### src/rtl/imem_loader_pkg.sv
// Shared definitions for the boot-time instruction-memory loader.
package imem_loader_pkg;

    // Loader sequencing states
    typedef enum logic [2:0] {
        HDR_LO,
        HDR_HI,
        DATA,
        WRITE,
        CSUM,
        DONE,
        ERROR
    } state_t;

    localparam int BYTES_PER_WORD = 4;
    localparam int COUNT_BYTES    = 2;
    localparam int BYTE_IDX_W     = $clog2(BYTES_PER_WORD);

    // States in which the loader takes a byte from the stream
    function automatic logic accepts_bytes(input state_t s);
        return (s == HDR_LO) || (s == HDR_HI) || (s == DATA) || (s == CSUM);
    endfunction

endpackage

### src/rtl/imem_loader_word_assembler.sv
// Collects bytes LSB-first into a 32-bit little-endian word.
// 'word' already contains the byte being offered this cycle, so the
// caller can capture a complete word on the same edge that accepts
// its last byte.
module word_assembler
    import imem_loader_pkg::*;
(
    input  logic        clk,
    input  logic        reset,
    input  logic [7:0]  byte_in,
    input  logic        byte_en,
    input  logic        clear,
    output logic [31:0] word,
    output logic        word_full
);

    localparam logic [BYTE_IDX_W-1:0] LAST_IDX = BYTE_IDX_W'(BYTES_PER_WORD - 1);

    logic [BYTE_IDX_W-1:0] byte_idx;
    logic [31:0]           word_q;

    // Merge the offered byte into its lane of the partial word
    always_comb begin
        // NOTE: full default before the lane insert keeps this purely combinational (no latch).
        word = word_q;
        word[{byte_idx, 3'b000} +: 8] = byte_in;
    end

    assign word_full = byte_en && (byte_idx == LAST_IDX);

    // Byte index and partial-word storage; a full word restarts at lane 0
    always_ff @(posedge clk or negedge reset) begin
        if (!reset) begin
            // NOTE: sequential state uses non-blocking assignments so every flop samples pre-edge values.
            byte_idx <= '0;
            word_q   <= '0;
        end else if (clear) begin
            byte_idx <= '0;
            word_q   <= '0;
        end else if (byte_en) begin
            if (byte_idx == LAST_IDX) begin
                byte_idx <= '0;
                word_q   <= '0;
            end else begin
                byte_idx <= byte_idx + 1'b1;
                word_q   <= word;
            end
        end
    end

endmodule

### src/rtl/imem_loader.sv
// Boot-time program loader: parses a counted byte stream, writes the
// payload words into instruction memory and releases the CPU only after
// the trailing XOR checksum matches.
module imem_loader
    import imem_loader_pkg::*;
#(
    parameter int ADDR_WIDTH = 10,
    parameter int DATA_WIDTH = 32
) (
    input  logic                  clk,
    input  logic                  reset,
    input  logic [7:0]            rx_data,
    input  logic                  rx_valid,
    output logic                  rx_ready,
    input  logic                  restart,
    output logic                  ins_write_en,
    output logic [ADDR_WIDTH-1:0] ins_write_addr,
    output logic [DATA_WIDTH-1:0] ins_write_data,
    output logic                  cpu_hold,
    output logic                  done,
    output logic                  error
);

    // Largest word count that fits in instruction memory
    localparam logic [31:0] CAPACITY = 32'(1) << (ADDR_WIDTH - 2);

    state_t      state;
    logic [15:0] count;
    logic [15:0] word_idx;
    logic [15:0] idx_next;
    logic [15:0] hdr_count;
    logic [7:0]  xor_acc;
    logic        accept;
    logic        asm_clear;
    logic [31:0] asm_word;
    logic        asm_full;

    // rx_ready decodes the state register; forced low while reset is held
    assign rx_ready  = reset & accepts_bytes(state);
    assign accept    = rx_valid & rx_ready;
    assign asm_clear = restart & ((state == DONE) || (state == ERROR));
    assign hdr_count = {rx_data, count[7:0]};
    assign idx_next  = word_idx + 16'd1;

    word_assembler u_word_assembler (
        .clk       (clk),
        .reset     (reset),
        .byte_in   (rx_data),
        .byte_en   (accept && (state == DATA)),
        .clear     (asm_clear),
        .word      (asm_word),
        .word_full (asm_full)
    );

    // Loader FSM with registered write port and status outputs
    always_ff @(posedge clk or negedge reset) begin
        if (!reset) begin
            state          <= HDR_LO;
            count          <= '0;
            word_idx       <= '0;
            xor_acc        <= '0;
            ins_write_en   <= 1'b0;
            ins_write_addr <= '0;
            ins_write_data <= '0;
            cpu_hold       <= 1'b1;
            done           <= 1'b0;
            error          <= 1'b0;
        end else begin
            ins_write_en <= 1'b0;
            case (state)
                HDR_LO: begin
                    if (accept) begin
                        count[7:0] <= rx_data;
                        xor_acc    <= xor_acc ^ rx_data;
                        state      <= HDR_HI;
                    end
                end
                HDR_HI: begin
                    if (accept) begin
                        count[15:8] <= rx_data;
                        xor_acc     <= xor_acc ^ rx_data;
                        // Overflow is rejected before any payload byte is taken
                        if (32'(hdr_count) > CAPACITY) begin
                            state <= ERROR;
                            error <= 1'b1;
                        end else if (hdr_count == 16'd0) begin
                            state <= CSUM;
                        end else begin
                            state <= DATA;
                        end
                    end
                end
                DATA: begin
                    if (accept) begin
                        xor_acc <= xor_acc ^ rx_data;
                        if (asm_full) begin
                            state          <= WRITE;
                            ins_write_en   <= 1'b1;
                            ins_write_addr <= ADDR_WIDTH'({word_idx, 2'b00});
                            ins_write_data <= DATA_WIDTH'(asm_word);
                        end
                    end
                end
                WRITE: begin
                    word_idx <= idx_next;
                    state    <= (idx_next == count) ? CSUM : DATA;
                end
                CSUM: begin
                    if (accept) begin
                        if (rx_data == xor_acc) begin
                            state    <= DONE;
                            done     <= 1'b1;
                            cpu_hold <= 1'b0;
                        end else begin
                            state <= ERROR;
                            error <= 1'b1;
                        end
                    end
                end
                DONE, ERROR: begin
                    if (restart) begin
                        state    <= HDR_LO;
                        count    <= '0;
                        word_idx <= '0;
                        xor_acc  <= '0;
                        cpu_hold <= 1'b1;
                        done     <= 1'b0;
                        error    <= 1'b0;
                    end
                end
                default: state <= HDR_LO;
            endcase
        end
    end

endmodule
### config.mk
export PLATFORM = sky130hd
export DESIGN_NAME = imem_loader
export DESIGN_NICKNAME = d
export VERILOG_FILES = /design/src/rtl/imem_loader_pkg.sv /design/src/rtl/imem_loader_word_assembler.sv /design/src/rtl/imem_loader.sv
export SDC_FILE = /design/constraint.sdc
export NUM_CORES = 1
export LEC_CHECK = 0
export CAP_MARGIN = 30
export CORE_ASPECT_RATIO = 0.8
export CORE_MARGIN = 2
export CORE_UTILIZATION = 62
export DETAILED_ROUTE_END_ITERATION = 8
export PLACE_DENSITY = 0.85
export SLEW_MARGIN = 10
export SYNTH_ARGS = -nofsm -noshare
export SYNTH_HDL_FRONTEND = slang
export SYNTH_SLANG_ARGS = --single-unit
export TNS_END_PERCENT = 100
### constraint.sdc
create_clock -name clk -period 5.85 [get_ports clk]
set_input_delay 1.17 -clock clk [delete_from_list [all_inputs] [get_ports clk]]
set_output_delay 1.17 -clock clk [all_outputs]
set_load 0.01 [all_outputs]
==> qor.yml <==
synth:
  synthSimpleGateAreaFrac_pct: 19.4
  synth-seq-cells: 121
  synth.yosys.seq_area_share_pct: 47.7
  synth_top_family_by_area: "compound AO/OA/AOI/OAI gates"
  avgSynthCellArea_um2: 9.22
  synth_top_area_share_pct: 47.3
  syn_area_mm2: 0.00635
  netlist_instances: 688
  synth_top_cell_by_area: "dfrtp_1"
  synthAdderAreaFrac_pct: 1.38
  synth-compound-area-share_pct: 21.3
  synthMuxAreaShare_pct: 1.30
  synthDistinctLibCells: 63
  synth_edf_count: 0
  synth_flop_cell: "dfrtp_1"
  ys.warnings.count: 0
  synth_xor_area_share_pct: 4.00
  synth_area_leaders: "dfrtp_1 47%, o21ai_0 7.8%, nand2_1 5.3%, a22o_1 5.0%, a21oi_1 3.8%"
  async_flop_share_pct: 100
layout:
  fin_util_pct: 74.8
  final_cell_count_no_fill: 881
  antennaDiodeCount: 0
  finalNetCount: 749
  synthToLayoutAreaGrowth_pct: 19.2
  drive_above_1_share_pct: 9.04
pwr:
  powerDensity_mw_per_mm2: 436
  vdd_drop_max_uv: 217
  p_leak_nw: 3.31
timing:
  timing.slew.headroom_pct: 29.8
  setup_viol: 0
  worst_pin_slew_ps: 1050
  hold_viol_final: 0
  finalCritPeriodShare_pct: 61.7
  fin_crit_ps: 3610
  final.setup.tns_ps: 0
  max_freq_mhz: 277
  final.setup_skew_ps: 7.91
  rsz0062_at_grt: "no"
  drv_slew: 0
critical_path:
  crit_path_start_kind: "primary input"
  r2r_end: "ins_write_data[25]"
  path_class: "primary input to output pin"
  max_stage_delay_ps: 540
  crit_path_cell_trace: "buf_4 -> o21a_1 -> clkdlybuf4s50_1"
  worst_path_max_delay_cell: "clkdlybuf4s50_1"
  crit_fanout: 47
  worstPathArrival_ps: 2440
  cpLargestDelayFamily: "buffers and inverters"
  regToRegSetupSlack_ps: 3050
  crit_required_ps: 4680
  reg2reg_from: "u_word_assembler.byte_idx[0]"
  reg2regPathDepth: 5
  cp-end-kind: "output pin"
  cp_num_buf_inv: 2
  startpoint: "reset"
grt:
  antenna_found_initial: 0
  gr-total-overflow: 0
  grt_max_degree: 79
  grt_pass1_wl_mm: 25.8
  grt_pass1_vias: 5161
  grt.total_usage_pct: 30.5
route:
  viasPerCell: 6.27
  wl_mm: 16.3
  drc: 0
  first_pass_iters: 6
  vias: 5526
  routedWlPerCell_um: 18.6
  antenna_left: 0
  drt_iter0_drc: 579
floorplanning:
  dieArea_mm2: 0.0111
  coreArea_mm2: 0.0101
  die_x_um: 117
  start_util_pct: 62.7
  io_pins: 59
  die_h_um: 94.5
  core.rowCount: 33
run:
  maxCapViolCount: 0
worst_hold_path:
  min-delay-start: "ins_write_data[15]"
  hold_class: "flop to flop"
  min_to: "ins_write_data[15]"
  hold_depth: 2
clock_tree:
  tritoncts: "yes"
  hold_buffers: 0
  clock_path_buffers: 2
  clk-insertion-delay-late_ps: 410
  cts_root_buffer: "clkbuf_16"
  cts_resized: 0
  htreeDepth: 4
  cts_sinks: 121
  cts_buffers: 17
  clk_pin_slew_ps: 50
  postCtsSetupRepairBufs: 0
place:
  io_buffers: 56
  dp_hpwl_mm: 10.3
  placed_cells: 847
  place.gp.congestion: 0.896
outcome:
  status: "complete, no violations"
## worst reg2reg max path, cell delays in order, from the launching register on
cell,delay [ps]
dfrtp_1,610
inv_1,240
ha_1,500
nor3_1,890
a21oi_1,270
o21ai_0,220
## metrics by stage
stage | hold WS, ps | instance area, µm² | power (W) | setup WS (ps)
after CTS | 482 | 7500 | 0.00326 | 2220
after global placement | 460 | 6910 | 0.00215 | 2150
after floorplan | 458 | 6350 | 0.00196 | 3270
final | 477 | 7560 | 0.00330 | 2240
after global routing | 502 | 7560 | 0.00347 | 2120
after detailed placement | 470 | 6920 | 0.00220 | 2070
## layer usage
layer,track usage (%),vias to the layer above,share of wire (%)
li1,-,2515,-
met1,43.2,2667,43
met2,46.0,306,46
met3,8.66,38,9.3
met4,8.92,0,1.8
met5,0,-,0
## placed cells by master (no fill, tap or decap), types with 5 or more instances in the layout
| master | n |
|---|---|
| dfrtp_1 | 120 |
| o21ai_0 | 99 |
| nand2_1 | 89 |
| clkdlybuf4s50_1 | 55 |
| a21oi_1 | 48 |
| nor2_1 | 41 |
| a22o_1 | 36 |
| nor2b_1 | 32 |
| nand3_1 | 20 |
| inv_1 | 19 |
| xor2_1 | 18 |
| clkbuf_16 | 17 |
| xnor2_1 | 11 |
| buf_4 | 10 |
| nor4_1 | 7 |
| ha_1 | 7 |
| nor3_1 | 6 |
| nand4_1 | 6 |
| a31oi_1 | 6 |
| mux2_2 | 6 |
| o21a_1 | 5 |
## final cells by class
cell class,count,area [µm²]
Fill cell,669,2550
Multi-Input combinational cell,503,3020
Inverter,19,71.3
Timing Repair Buffer,68,681
Clock inverter,8,121
Sequential cell,121,3030
Clock buffer,22,464
Tap cell,140,175
## cells by family (layout without fill, tap and decap cells)
kind of cell | count (synthesis) | count (layout)
other | 1 | 2
AO/OA/AOI/OAI | 222 | 222
buffers and inverters | 65 | 117
flip-flops | 121 | 121
AND/OR/NAND/NOR | 236 | 236
adder cells (fa/ha/maj) | 7 | 7
XOR/XNOR | 29 | 29
multiplexers | 7 | 7
## power by group
group	switching (W)	total [W]	internal (W)
Combinational	0.000581	0.000964	0.000384
Sequential	0.000292	0.00129	0.00100
Clock	0.000359	0.00104	0.000685
Total	0.00123	0.00330	0.00207
## registers in the layout (all words and copies together), names as in the netlist, 2 cells and up
register                   cells
xor_acc                        8
state                          3
u_word_assembler.byte_idx      2
u_word_assembler.word_q       32
word_idx                      16
ins_write_addr                 8
count                         16
ins_write_data                32
## Yosys cell counts, types with 2 or more instances
cell type / number
o21ai_0: 99
nor2b_1: 32
nor2_1: 41
or4b_2: 2
clkbuf_2: 2
o21a_1: 5
o41ai_1: 2
nand2b_1: 3
clkbuf_8: 2
nor3_1: 6
nand4_1: 6
dfrtp_1: 120
a22o_1: 36
or3_2: 2
xor2_1: 18
and2_1: 3
xnor2_1: 11
clkbuf_1: 34
a21oi_1: 48
nor3_2: 2
buf_4: 2
a211oi_1: 4
o22ai_1: 4
ha_1: 7
o31ai_1: 4
mux2_2: 6
nand3b_1: 3
inv_1: 19
nor4_4: 4
and3_1: 4
buf_6: 3
a31oi_1: 6
nand2_1: 89
nor4_1: 7
nand3_1: 21
o221ai_1: 4
## worst max path at each step
stage                              to  slack, ps  cells after the start
floorplan                    state[1]       3270                      7
global placement    ins_write_data[1]       2150                      7
detailed placement  ins_write_data[0]       2070                      6
CTS                          rx_ready       2220                      3
global route                 rx_ready       2120                      3
finish                       rx_ready       2240                      3
Note: power is estimated with default switching activity, not from simulation.
